### config.mk
export PLATFORM = sky130hd
export DESIGN_NAME = display_scan_ctrl
export DESIGN_NICKNAME = d
export VERILOG_FILES = /design/src/rtl/display_scan_ctrl.sv
export SDC_FILE = /design/constraint.sdc
export NUM_CORES = 1
export LEC_CHECK = 0
export BUFFER_PORTS_ARGS = -buffer_cell sky130_fd_sc_hd__clkbuf_2
export CAP_MARGIN = 20
export CORE_MARGIN = 1.5
export CORE_UTILIZATION = 36
export CTS_CLUSTER_DIAMETER = 120
export DETAILED_ROUTE_END_ITERATION = 6
export HOLD_SLACK_MARGIN = 0.12
export PLACE_DENSITY = 0.52
export SLEW_MARGIN = 30
export SYNTH_ARGS = -nofsm -noshare
export SYNTH_HDL_FRONTEND = slang
export SYNTH_SLANG_ARGS = --single-unit
export TNS_END_PERCENT = 10
### constraint.sdc
create_clock -name CLK -period 3.95 [get_ports CLK]
set_input_delay 0.395 -clock CLK [delete_from_list [all_inputs] [get_ports CLK]]
set_output_delay 0.395 -clock CLK [all_outputs]
set_load 0.05 [all_outputs]
### src/rtl/display_scan_ctrl.sv
// Multiplexed 4-digit 7-segment scanner for the stopwatch count.
// Once per scan frame the binary count is converted to BCD by a sequential double-dabble engine.
module display_scan_ctrl #(
  parameter int unsigned SCAN_DIV = 100000,
  parameter bit          LZ_BLANK = 1'b1,
  parameter int unsigned DP_DIGIT = 2
) (
  input  logic        CLK,
  input  logic        reset,
  input  logic [13:0] value,
  input  logic        blank,
  output logic [3:0]  an,
  output logic [6:0]  seg,
  output logic        dp,
  output logic        conv_busy
);

  localparam int unsigned PW = (SCAN_DIV > 1) ? $clog2(SCAN_DIV) : 1;
  localparam logic [PW-1:0] PS_MAX = PW'(SCAN_DIV - 1);

  typedef enum logic [1:0] {
    S_IDLE,
    S_CONV,
    S_LATCH
  } state_t;

  // Scan timing
  logic [PW-1:0] prescaler;
  logic [1:0]    digit_sel;
  logic          tick;
  logic          frame_start;

  assign tick        = (prescaler == PS_MAX);
  assign frame_start = tick && (digit_sel == 2'd3);

  always_ff @(posedge CLK) begin
    if (reset) begin
      prescaler <= '0;
      digit_sel <= '0;
    end else begin
      prescaler <= tick ? '0 : prescaler + PW'(1);
      if (tick) digit_sel <= digit_sel + 2'd1;
    end
  end

  // Conversion engine
  state_t      state, state_n;
  logic        init_pend, init_pend_n;
  logic [15:0] sh_bcd, sh_bcd_n;
  logic [13:0] sh_bin, sh_bin_n;
  logic [3:0]  bit_cnt, bit_cnt_n;
  logic [15:0] bcd_disp, bcd_disp_n;
  logic [13:0] sat;
  logic [15:0] adj;

  assign sat = (value > 14'd9999) ? 14'd9999 : value;

  function automatic logic [15:0] dd_adjust(input logic [15:0] b);
    logic [15:0] r;
    r = b;
    for (int unsigned i = 0; i < 4; i++) begin
      if (r[4*i +: 4] >= 4'd5) r[4*i +: 4] = r[4*i +: 4] + 4'd3;
    end
    return r;
  endfunction

  assign adj = dd_adjust(sh_bcd);

  always_ff @(posedge CLK) begin
    if (reset) begin
      state     <= S_IDLE;
      init_pend <= 1'b1;
      sh_bcd    <= '0;
      sh_bin    <= '0;
      bit_cnt   <= '0;
      bcd_disp  <= '0;
    end else begin
      state     <= state_n;
      init_pend <= init_pend_n;
      sh_bcd    <= sh_bcd_n;
      sh_bin    <= sh_bin_n;
      bit_cnt   <= bit_cnt_n;
      bcd_disp  <= bcd_disp_n;
    end
  end

  always_comb begin
    state_n     = state;
    init_pend_n = init_pend;
    sh_bcd_n    = sh_bcd;
    sh_bin_n    = sh_bin;
    bit_cnt_n   = bit_cnt;
    bcd_disp_n  = bcd_disp;
    conv_busy   = 1'b0;
    case (state)
      S_IDLE: begin
        // init_pend forces one conversion right after reset so the display is valid before the first frame boundary
        if (frame_start || init_pend) begin
          state_n     = S_CONV;
          init_pend_n = 1'b0;
          sh_bcd_n    = '0;
          sh_bin_n    = sat;
          bit_cnt_n   = '0;
        end
      end
      S_CONV: begin
        conv_busy              = 1'b1;
        {sh_bcd_n, sh_bin_n}   = {adj[14:0], sh_bin, 1'b0};
        bit_cnt_n              = bit_cnt + 4'd1;
        if (bit_cnt == 4'd13) state_n = S_LATCH;
      end
      S_LATCH: begin
        conv_busy  = 1'b1;
        bcd_disp_n = sh_bcd;
        state_n    = S_IDLE;
      end
      default: state_n = S_IDLE;
    endcase
  end

  // Output stage
  function automatic logic [6:0] seg_decode(input logic [3:0] d);
    logic [6:0] s;
    case (d)
      4'd0:    s = 7'b1000000;
      4'd1:    s = 7'b1111001;
      4'd2:    s = 7'b0100100;
      4'd3:    s = 7'b0110000;
      4'd4:    s = 7'b0011001;
      4'd5:    s = 7'b0010010;
      4'd6:    s = 7'b0000010;
      4'd7:    s = 7'b1111000;
      4'd8:    s = 7'b0000000;
      4'd9:    s = 7'b0010000;
      default: s = 7'h7F;
    endcase
    return s;
  endfunction

  logic [3:0] nib;
  logic [3:0] nib_zero;
  logic [3:0] upper_zero;
  logic       digit_off;
  logic [3:0] an_n;
  logic [6:0] seg_n;
  logic       dp_n;

  always_comb begin
    nib_zero = '0;
    for (int unsigned i = 0; i < 4; i++) begin
      nib_zero[i] = (bcd_disp[4*i +: 4] == 4'd0);
    end
    // upper_zero[k]: nibbles k..3 are all zero
    upper_zero[3] = nib_zero[3];
    upper_zero[2] = nib_zero[2] & upper_zero[3];
    upper_zero[1] = nib_zero[1] & upper_zero[2];
    upper_zero[0] = nib_zero[0] & upper_zero[1];

    nib       = bcd_disp[{digit_sel, 2'b00} +: 4];
    digit_off = blank ||
                (LZ_BLANK && (32'(digit_sel) > DP_DIGIT) && upper_zero[digit_sel]);
    an_n      = digit_off ? '1 : ~(4'b0001 << digit_sel);
    seg_n     = digit_off ? '1 : seg_decode(nib);
    dp_n      = !((32'(digit_sel) == DP_DIGIT) && !digit_off);
  end

  always_ff @(posedge CLK) begin
    if (reset) begin
      an  <= '1;
      seg <= '1;
      dp  <= 1'b1;
    end else begin
      an  <= an_n;
      seg <= seg_n;
      dp  <= dp_n;
    end
  end

endmodule
==> flow_summary.json <==
{
  "status": "complete, no violations",
  "fin_util_pct": 41.5,
  "hp-start": "reset",
  "fin_crit_ps": 2220,
  "yosys.cell_count.top_type": "dfxtp_1",
  "cap_viol_max_count": 0,
  "dieHeight_um": 108,
  "synth_nets": 489,
  "crit_path_cell_trace": "ha_1, nand2_1, o31a_1, buf_4, or3_1, a21oi_1",
  "antenna_found_initial": 0,
  "synth_edf_count": 0,
  "drive_gt1_share_pct": 12.6,
  "drtPass1Iterations": 4,
  "r2r_slack_ps": 1730,
  "rsz0062_at_grt": "no",
  "syn_area_per_cell_um2": 8.88,
  "diodes": 0,
  "critPathLaunch": "digit_sel[0]",
  "leakagePower_nw": 1.66,
  "hold_depth": 3,
  "clkLatencyLatePin_ps": 370,
  "synth_cells": 448,
  "min_to": "init_pend",
  "die_width_um": 108,
  "synthTopCellsByCount": "dfxtp_1, nor2_1, nand2_1, a21oi_1",
  "first_iter_violations": 98,
  "synthArstFlopShare_pct": 0,
  "core_area_mm2": 0.0108,
  "viasPerCell": 5.13,
  "dp.final_hpwl_um": 5640,
  "cts-hold-fix-buffers": 0,
  "peakVddDrop_uv": 204,
  "drv_slew": 0,
  "synth_top_area_share_pct": 42.3,
  "power_density_mw_per_mm2": 412,
  "path_delay_family": "flip-flops",
  "fillers": 1078,
  "hold_viol": 0,
  "drc_errors": 0,
  "clock_sinks": 84,
  "finalPower_mw": 1.85,
  "cp-end-kind": "flop",
  "io_buffers": 29,
  "grt_pass1_vias": 2913,
  "critPathArrivalTime_ps": 2520,
  "cts_tree": "built",
  "cp.required_ps": 4250,
  "cts_resized": 0,
  "ant_nets": 0,
  "vias": 3160,
  "cp-start-kind": "flop",
  "grt_max_degree": 56,
  "cts_buffers": 9,
  "dieArea_mm2": 0.0117,
  "ys_ff_latch": 84,
  "gp_congestion": 0.761,
  "hold_path_class": "in -> reg",
  "r2r-start": "digit_sel[0]",
  "finalCritPeriodShare_pct": 56.2,
  "cp_max_fo": 32,
  "routed_wl_um": 8450,
  "layout.nets": 512,
  "synthTopCellsByArea": "dfxtp_1, ha_1, nor2_1, mux2i_1, a21oi_1",
  "finalSetupTns_ps": 0,
  "rows": 38,
  "clkSlewWorstSetupHoldPaths_ps": 90,
  "path_buf_inv": 1,
  "initial_core_util_pct": 36.8,
  "finalSetupViolCount": 0,
  "postCtsSetupBuffers": 0,
  "worstMarginPinSlew_ps": 620,
  "ys_warn_count": 0,
  "cts_root_buf": "clkbuf_8",
  "grt_overflow": 0,
  "max_freq_mhz": 451,
  "reg2reg_to": "sh_bin[0]",
  "ys_seq_area_share_pct": 42.3,
  "clk_path_buf_depth": 2,
  "grtUsageTotal_pct": 15.5,
  "grt_pass1_wl_um": 14200,
  "wl_per_cell_um": 13.7,
  "ys_types": 45,
  "max_stage_delay_ps": 640,
  "fin_skew_ps": 8.85,
  "cts_max_level": 3,
  "netlist_area_mm2": 0.00398,
  "max_slew_margin_pct": 58.7,
  "ff2ff_path_depth": 6,
  "area_growth_pct": 12.8,
  "path_class": "reg -> reg",
  "crit_slowest_cell": "dfxtp_1",
  "io_pins": 30,
  "yosys.area.top_type": "dfxtp_1",
  "synth_ff_type": "dfxtp_1"
}
## metal layers
metal	up-vias	GRT usage, %	routed length (µm)
met5	-	0	0
met1	1499	20.8	4220
met3	10	3.25	227
li1	1616	-	-
met4	0	7.33	140
met2	35	23.9	3860
## worst max-delay path by stage
stage,endpoint,cells after the start
after floorplan,seg[3],7
final,sh_bin[0],6
after global placement,sh_bin[3],5
after CTS,sh_bin[9],5
after global routing,bit_cnt[2],6
after detailed placement,sh_bin[9],5
## logic make-up after synthesis
family	after synthesis	share of synthesized area (%)
xor+xnor	23	5.07
mux	23	7.05
simple gates	162	19.3
compound gates	85	14.0
flops	84	42.3
fa+ha+maj	24	7.55
buf+inv	47	4.75
## worst register-to-register path, stage by stage (launching register included)
cell and delay [ps]:
dfxtp_1 640, ha_1 340, nand2_1 130, o31a_1 290, buf_4 240, or3_1 390, a21oi_1 130
## cell usage in the layout (no fill, tap or decap), types with 2 or more instances in the layout
cell type  netlist  layout
o221ai_1         6       6
mux2i_1         19      19
clkbuf_8         0      12
xnor2_1         14      14
dfxtp_1         84      84
nor3_1          12      12
nand4_1          7       7
nand2_1         38      38
nand2b_1         5       5
ha_1            24      23
a211oi_1         4       4
nand3_1         18      18
nand3b_1         2       2
a22oi_1          4       4
or3_1            2       2
nor2_1          58      58
nor3b_1          2       2
xor2_1           9       9
a21o_1           5       5
o211ai_1         2       2
mux4_2           4       4
o2111ai_1        2       2
and3_1           6       6
a221oi_1         6       6
a21oi_1         29      29
a31oi_1          3       3
bufinv_16        0       2
inv_1           24      24
clkbuf_2         0      29
buf_4            2       5
nor4_1           5       5
clkinv_2         0       2
o21ai_0         17      17
## power breakdown
part / switching [mW] / total, mW / internal [mW]
clock network: 0.319 / 0.725 / 0.406
registers: 0.0210 / 0.903 / 0.882
logic: 0.146 / 0.217 / 0.0714
## registers in the layout, indices dropped and copies added, names as in the netlist, 4 cells and up
name	flops
bcd_disp	16
sh_bcd	16
bit_cnt	4
seg	7
prescaler	17
an	4
sh_bin	14
## stage by stage
stage	cell area (µm²)	hold slack, ps	cells	setup slack (ps)
after global routing	4480	303	616	1520
final	4480	281	616	1730
after floorplan	3980	418	448	2100
after CTS	4470	273	615	1480
after detailed placement	4240	446	599	1490
after global placement	4240	438	599	1560
## final cells by class
cell class | count | area, µm² | area share (%)
multi-input cells | 317 | 2110 | 47.0
well taps | 140 | 175 | 3.91
repair buffers | 35 | 194 | 4.32
inverters | 24 | 90.1 | 2.01
clock buffers | 12 | 165 | 3.68
flip-flops and latches | 84 | 1680 | 37.5
clock inverters | 4 | 70.1 | 1.56
Power figures use the tool's default switching activity.
